## src/rtl/pipe_hazard_pkg.sv

```systemverilog
// Shared stage indices, divide-unit FSM states and defaults for the
// pipeline hazard controller.
package pipe_hazard_pkg;

  localparam int STG_F = 0;
  localparam int STG_D = 1;
  localparam int STG_E = 2;
  localparam int STG_M = 3;
  localparam int STG_W = 4;

  localparam int MD_LATENCY_DEF = 8;

  typedef enum logic {
    MD_IDLE = 1'b0,
    MD_BUSY = 1'b1
  } md_state_t;

endpackage

```

## src/rtl/md_busy_counter.sv

```systemverilog
// Multicycle-divide occupancy counter: holds E for LATENCY-1 cycles
// starting with the cycle the op is launched.
module md_busy_counter
  import pipe_hazard_pkg::*;
#(
  parameter int LATENCY = MD_LATENCY_DEF
) (
  input  logic clk,
  input  logic reset,
  input  logic start,
  input  logic abort,
  output logic busy,
  output logic stall
);

  localparam int CW = (LATENCY > 2) ? $clog2(LATENCY - 1) : 1;
  localparam logic [CW-1:0] LOAD = CW'(LATENCY - 2);

  md_state_t     state;
  logic [CW-1:0] cnt;

  // BUSY ends on the edge where the counter would reach zero
  always_ff @(posedge clk or posedge reset) begin
    if (reset) begin
      state <= MD_IDLE;
      cnt   <= '0;
    end else begin
      case (state)
        MD_IDLE: begin
          if (start && !abort && (LOAD != '0)) begin
            state <= MD_BUSY;
            cnt   <= LOAD;
          end
        end
        MD_BUSY: begin
          if (abort || (cnt == CW'(1))) begin
            state <= MD_IDLE;
            cnt   <= '0;
          end else begin
            cnt <= cnt - CW'(1);
          end
        end
        default: begin
          state <= MD_IDLE;
          cnt   <= '0;
        end
      endcase
    end
  end

  assign busy  = (state == MD_BUSY);
  assign stall = busy | (start & ~abort);

endmodule

```

## src/rtl/pipe_hazard_ctrl.sv

```systemverilog
// Per-stage stall/flush generation, valid tracking and divide hold for the
// integer pipeline. Perf counters exist only with PIPE_HAZARD_PERF_EN.
module pipe_hazard_ctrl
  import pipe_hazard_pkg::*;
#(
  parameter int NUM_STAGES = 5,
  parameter int E_STAGE    = STG_E,
  parameter int MD_LATENCY = MD_LATENCY_DEF,
  parameter int CNT_W      = 32
) (
  input  logic                  clk,
  input  logic                  reset,
  input  logic [NUM_STAGES-1:0] StallReq,
  input  logic [NUM_STAGES-1:0] FlushReq,
  input  logic                  InstrValidF,
  input  logic                  MdStartE,
  output logic [NUM_STAGES-1:0] Stall,
  output logic [NUM_STAGES-1:0] Flush,
  output logic [NUM_STAGES-1:0] ValidQ,
  output logic                  MdBusyE,
  output logic [CNT_W-1:0]      RetireCnt,
  output logic [CNT_W-1:0]      StallCycCnt
);

  logic [NUM_STAGES-1:0] raw;
  logic [NUM_STAGES-1:0] prev;
  logic                  acc;
  logic                  md_stall;
  logic                  md_busy;

  md_busy_counter #(
    .LATENCY(MD_LATENCY)
  ) u_md (
    .clk  (clk),
    .reset(reset),
    .start(MdStartE),
    .abort(FlushReq[E_STAGE]),
    .busy (md_busy),
    .stall(md_stall)
  );

  // A stall anywhere downstream freezes every stage behind it
  always_comb begin
    raw = '0;
    acc = 1'b0;
    for (int i = NUM_STAGES - 1; i >= 0; i--) begin
      acc    = acc | StallReq[i];
      raw[i] = acc | (md_stall && (i <= E_STAGE));
    end
  end

  assign Stall = raw & ~FlushReq;
  assign Flush = FlushReq |
                 ({raw[NUM_STAGES-2:0], 1'b0} & ~Stall);

  assign prev    = {ValidQ[NUM_STAGES-2:0], InstrValidF};
  assign MdBusyE = md_busy;

  always_ff @(posedge clk or posedge reset) begin
    if (reset) begin
      ValidQ <= '0;
    end else begin
      ValidQ <= (ValidQ & Stall) |
                (prev & ~Stall & ~Flush);
    end
  end

`ifdef PIPE_HAZARD_PERF_EN
  logic [CNT_W-1:0] retire_q;
  logic [CNT_W-1:0] stcyc_q;

  always_ff @(posedge clk or posedge reset) begin
    if (reset) begin
      retire_q <= '0;
      stcyc_q  <= '0;
    end else begin
      if (ValidQ[NUM_STAGES-1] && !Stall[NUM_STAGES-1] &&
          !FlushReq[NUM_STAGES-1])
        retire_q <= retire_q + CNT_W'(1);
      if (Stall[0])
        stcyc_q <= stcyc_q + CNT_W'(1);
    end
  end

  assign RetireCnt   = retire_q;
  assign StallCycCnt = stcyc_q;
`else
  assign RetireCnt   = '0;
  assign StallCycCnt = '0;
`endif

endmodule
```

## config.mk

```make
export PLATFORM = sky130hd
export DESIGN_NAME = pipe_hazard_ctrl
export DESIGN_NICKNAME = d
export VERILOG_FILES = /design/src/rtl/pipe_hazard_pkg.sv /design/src/rtl/md_busy_counter.sv /design/src/rtl/pipe_hazard_ctrl.sv
export SDC_FILE = /design/constraint.sdc
export NUM_CORES = 1
export LEC_CHECK = 0
export BUFFER_PORTS_ARGS = -buffer_cell sky130_fd_sc_hd__buf_2
export CAP_MARGIN = 20
export CORE_ASPECT_RATIO = 1.5
export CORE_MARGIN = 2
export CORE_UTILIZATION = 38
export CTS_CLUSTER_DIAMETER = 80
export CTS_CLUSTER_SIZE = 20
export DETAILED_ROUTE_END_ITERATION = 10
export PLACE_DENSITY = 0.8
export REMOVE_ABC_BUFFERS = 1
export SLEW_MARGIN = 25
export SYNTH_ARGS = -nofsm -noshare
export SYNTH_HDL_FRONTEND = slang
export SYNTH_SLANG_ARGS = --single-unit
```

## constraint.sdc

```tcl
create_clock -name clk -period 1.58 [get_ports clk]
set_input_delay 0.158 -clock clk [delete_from_list [all_inputs] [get_ports clk]]
set_output_delay 0.158 -clock clk [all_outputs]
set_load 0.1 [all_outputs]
```

==> results.ini, run 1 <==
[job]
drv_cap=0

[sta]
setup_tns_ns=0
setup_violations=0
fin_skew_ns=0.000617
min_period_ns=1.58
rsz0062_at_grt=yes
hold_viol=0
fin_crit_sh=0.999
clock.fmax_mhz=634
slew_violations=0

[die]
rows=23
start_util=0.403
io_pins=94
die_h_um=69.6
die_x_um=47.8
coreArea_sq_um=2710
die-area_sq_um=3320

[pwr]
power_density_nw_per_um2=1270
power.switching_uw=981
clock_power_share=0.173
power.internal_uw=527
power.leakage_nw=0.673
p_sw_frac=0.651
sequentialPowerShare=0.178
total_power_mw=1.51
power_frac_comb=0.649
ir_drop_mv=0.404

[critical_path]
rrSetupSlack_ns=0.29
cp-end-kind=output pin
worst_path_max_delay_cell=dfrtp_2
worst_ep_arrival_time_ns=1.42
cp.required_ns=1.42
crit_type=register to output pin
critical_path.max_stage_delay_ns=0.46
path_max_fanout=4
startpoint_type=register
path_cells=nor4b_4 > a21o_1 > buf_12

[clock_network]
cts-root-buf=clkbuf_8
cts.sinks=9
insertion_delay_ns=0.23
h-tree-depth=1
cts_inserted_buffers=3
clockBufferDepth=2
cts_tree=yes
clkSlewWorstSetupHoldPaths_ns=0.05

[finish]
diodes=0
drive_gt1_frac=0.280
area_delta_synth_final_pct=8.72
fin_cells=201
layout.nets=181

[drt]
drt-pass1-iter-count=4
wire_per_inst_um=8.65
drc=0
wirelength_um=1740
drt_iter0_markers=3
ant_nets=0
routed_via_density=3.79
vias=762

[placement]
dpl.hpwl_um=1530
numPortBuffers=29
gp_congestion=0.769
placed_cells=196

[synth]
synthTopCellsByArea=buf_4, dfrtp_1, nor2_1
synth-seq-area-share=0.206
yosysWarnings=0
avgSynthCellArea_sq_um=8.52
synth_common_cells=buf_4, dfrtp_1, nor2_1
synthArstFlopShare=1.00
synth_flop_cell=dfrtp_1
netlist_area_sq_um=1090
synthDominantCellAreaShare=0.447
synth-edff-count=0
ys_types=26
ys_seq_elements=9
syn-instance-count=128
synth_top_cell_by_area=buf_4
yosysMostFrequentCell=buf_4

[global_routing]
grt_usage=0.0956
grt_pass1_vias=572
grt_max_degree=11
grt_first_pass_wirelength_um=2330
antenna_found_initial=0
grt_overflow=0

[hold_path]
hold_path_class=input pin to register

[outcome]
status=complete, no violations

[cell type report]
cell class              instances  area, sq um
clock buffers                   3         41.3
clock inverters                 1         5.00
fillers                       264         1520
inverters                       7         26.3
multi-input cells             108          569
flip-flops and latches          9          226
well taps                      37         46.3
repair buffers                 36          272
[layout by cell type, fill, tap and decap left out, types with 3 or more instances in the layout]
master / instances
nand2b_1: 5
a21o_1: 3
dfrtp_1: 8
clkbuf_8: 3
mux2i_1: 3
nor2_1: 9
inv_1: 7
buf_4: 8
o21ai_0: 3
buf_2: 22
buf_12: 4
conb_1: 64
nand2_1: 4
[per-stage QoR]
| stage | hold WS [ns] | utilization | area (sq um) | setup slack, ns |
|---|---|---|---|---|
| global route | 0.121 | 0.438 | 1190 | -0.0497 |
| finish | 0.114 | 0.438 | 1190 | 0.00227 |
| floorplan | -0.0141 | - | 821 | -2.15 |
| global placement | 0.144 | 0.413 | 1120 | 0.0241 |
| CTS | 0.111 | 0.434 | 1170 | -0.0145 |
| detailed placement | 0.151 | 0.413 | 1120 | 0.0110 |
[per-layer routing]
| metal | up-vias | global-route usage | part of all wire |
|---|---|---|---|
| li1 | 352 | - | - |
| met1 | 335 | 0.0714 | 0.30 |
| met2 | 73 | 0.191 | 0.54 |
| met3 | 2 | 0.0234 | 0.15 |
| met4 | 0 | 0.0450 | 0.010 |
| met5 | - | 0 | 0 |
[cell families after synthesis]
kind of cell / after synthesis / synth area share
AOI/OAI and AO/OA: 14 / 0.0906
and+or+nand+nor: 25 / 0.161
other: 1 / 0.00344
DFF: 9 / 0.206
muxes: 3 / 0.0275
buffers and inverters: 74 / 0.489
adders and majority gates: 2 / 0.0229
[what timing repair did]
action,in CTS,in global routing
gates resized for setup,1,5
hold endpoints to repair,9,0
hold buffers,1,0
pin swaps,2,1
setup endpoints to repair,4,5
buffers inserted,0,0
[worst paths after layout]
check,depth (start not counted),endpoint,from
worst max-delay path,3,Flush[2],u_md.busy
worst min-delay path,2,ValidQ[4],FlushReq[4]
worst max register to register,5,u_md.cnt[0],u_md.cnt[1]
worst min register to register,2,u_md.cnt[1],u_md.cnt[1]
max in group asynchronous,3,u_md.busy,reset
min in group asynchronous,3,u_md.cnt[1],reset
[state kept, by name (all words and copies together) (netlist names)]
register	count
ValidQ	5
u_md.busy	1
u_md.cnt	3
[critical path: cells and delay by family (launching register included)]
family | cells | cell delay (ns)
and+or+nand+nor | 1 | 0.35
AOI/OAI and AO/OA | 1 | 0.20
buffers and inverters | 1 | 0.18
DFF | 1 | 0.46
[power by group through the flow]
| stage | clock network, mW | logic (mW) | registers [mW] |
|---|---|---|---|
| floorplan | 0 | 0.840 | 0.290 |
| global placement | 0 | 0.966 | 0.271 |
| detailed placement | 0 | 0.971 | 0.272 |
| CTS | 0.275 | 0.974 | 0.268 |
| global route | 0.282 | 1.01 | 0.270 |
| finish | 0.261 | 0.979 | 0.268 |
Power figures use the tool's default switching activity.
==> run 2: changes to the inputs <==
REMOVE_ABC_BUFFERS = not set   (was 1)
SETUP_SLACK_MARGIN = 0.2   (was not set)
==> run 2 against run 1 <==
  * The flow now finishes with violations (negative setup slack)
  * Register-to-register slack got worse by 0.12 ns
  * Wire length rose by 11%
  * Non-clock buffer count rose by 11
  * Critical endpoint unchanged
  * Clock skew is essentially flat
  * Global-route usage increased by 1.9 points
  * Cell count up 5.5%
==> results.ini, run 2 (synthesis results as in run 1) <==
[outcome]
status=finished with violations
violations=negative setup slack

[finish]
layout.nets=192  ; +6.1%
largest_reg_flops=5  ; unchanged
top_register=ValidQ
area_delta_synth_final_pct=25.5
final_common_cell=conb_1
drive_gt1_frac=0.371  ; +0.0909
diodes=0  ; unchanged
fillers=273  ; +3.4%
final_cell_mix=conb_1, buf_2, buf_4

[critical_path]
rrSetupSlack_ns=0.17  ; -0.12 ns
timing.rr.end=ValidQ[0]
worst_ep_arrival_time_ns=1.48  ; +0.06 ns
cp.required_ns=1.42  ; about the same
reg2reg_from=u_md.busy
path_max_fanout=3  ; -1
cp-end-kind=output pin
startpoint_type=register
crit_type=register to output pin
rr_worst_depth=5  ; unchanged

[sta]
final_critical_path_setup_slack_ns=-0.0554  ; -0.0577 ns
slew_violations=0  ; unchanged
hold_viol=0  ; unchanged
rsz0062_at_grt=yes
setup_violations=4  ; +4
fin_skew_ns=0.000417  ; -0.000200 ns
setup_tns_ns=-0.189  ; -0.189 ns
fin_crit_sh=1.04  ; +0.0365
clock.fmax_mhz=611  ; -3.5%
min_period_ns=1.64  ; +0.0577 ns

[drt]
drt-pass1-iter-count=4  ; unchanged
wirelength_um=1930  ; +11%
drc=0  ; unchanged
routed_via_density=3.74  ; -1.5%
drt_iter0_markers=11  ; +8
wire_per_inst_um=9.10  ; +5.2%
ant_nets=0  ; unchanged
vias=792  ; +3.9%

[clock_network]
cts_tree=yes
clkSlewWorstSetupHoldPaths_ns=0.04  ; about the same
cts.sinks=9  ; unchanged
clockBufferDepth=2  ; unchanged
h-tree-depth=1  ; unchanged
cts-root-buf=clkbuf_8
cts_inserted_buffers=3  ; unchanged
insertion_delay_ns=0.23  ; about the same

[die]
coreArea_sq_um=2710  ; unchanged
io_pins=94  ; unchanged
start_util=0.403  ; unchanged
die_h_um=69.6  ; unchanged
die-area_sq_um=3320  ; unchanged
die_x_um=47.8  ; unchanged
rows=23  ; unchanged

[placement]
pre_cts_ws_ns=-0.0892  ; -0.100 ns
gp_congestion=0.692  ; -9.9%
numPortBuffers=29  ; unchanged
dpl.hpwl_um=1560  ; +1.8%

[global_routing]
grt_max_degree=11  ; unchanged
grt_usage=0.115  ; +0.0193
grt_first_pass_wirelength_um=2830  ; +21%
grt_overflow=0  ; unchanged
antenna_found_initial=0  ; unchanged
grt_pass1_vias=697  ; +22%

[hold_path]
hold_path_class=input pin to register
whs_path_depth=2  ; unchanged
hold_end=ValidQ[4]
holdCritStartpoint=FlushReq[4]

[pwr]
power.leakage_nw=0.746  ; +11%
power_density_nw_per_um2=1140  ; -10%
ir_drop_mv=0.491  ; +22%

[job]
drv_cap=0  ; unchanged

run 2: cell types whose count changed in the layout (fill, tap and decap cells not counted), moves of 2 or more:
cell,change
nor2_2,+2
buf_6,+3
buf_2,-2
buf_12,+2
a21o_4,+2
nor2_4,+3
nor2_1,-5
a21o_1,-2
buf_4,+8
run 2: through the flow:
| step | util | power [mW] | hold WS (ns) | instances | cell area (sq um) |
|---|---|---|---|---|---|
| after detailed placement | 0.428 | 1.25 | 0.150 | 196 | 1160 |
| after global placement | 0.428 | 1.24 | 0.148 | 196 | 1160 |
| after global routing | 0.506 | 1.62 | 0.122 | 212 | 1370 |
| after CTS | 0.498 | 1.56 | 0.117 | 210 | 1350 |
| after floorplan | - | 1.29 | -0.0141 | 191 | 1380 |
| final | 0.506 | 1.56 | 0.121 | 212 | 1370 |
run 2: area by class of cell:
cell class / count / area, sq um / share of cell area
Clock buffer: 4 / 45.0 / 0.0329
Sequential cell: 9 / 230 / 0.168
Tap cell: 37 / 46.3 / 0.0338
Timing Repair Buffer: 47 / 395 / 0.289
Inverter: 7 / 26.3 / 0.0192
Multi-Input combinational cell: 108 / 626 / 0.457
run 2: how the worst max path moves through the flow:
stage | endpoint | from | slack (ns)
global placement | Stall[1] | StallReq[1] | -0.09
floorplan | Flush[3] | u_md.busy | -0.31
detailed placement | Stall[1] | StallReq[1] | -0.09
CTS | Flush[2] | u_md.busy | -0.05
global route | Flush[2] | u_md.busy | -0.13
finish | Flush[2] | u_md.busy | -0.06
run 2: where the power goes:
group	leakage (nW)	switching (mW)	internal, mW	total, mW
clock	0.0228	0.0851	0.175	0.260
sequential	0.115	0.0139	0.253	0.267
combinational	0.607	0.895	0.139	1.03
total	0.746	0.994	0.567	1.56
run 2: critical path, cell delays in order, from the launching register on:
cell and delay [ns]:
dfrtp_4 0.49, nor4b_4 0.28, buf_4 0.18, a21o_4 0.13, buf_12 0.16
run 2: repair_timing:
action	4_1_cts	5_1_grt
endpoints found under the hold margin	9	0
hold buffers	1	0
buffers inserted	9	2
resized for setup	17	2
setup endpoints to repair	6	12
pin swaps	6	3
run 2: per-layer routing:
metal	global-route usage	share of wire	vias up
met4	0.0571	0.0098	0
li1	-	-	374
met3	0.0208	0.13	2
met1	0.113	0.31	351
met2	0.207	0.55	65
met5	0	0	-
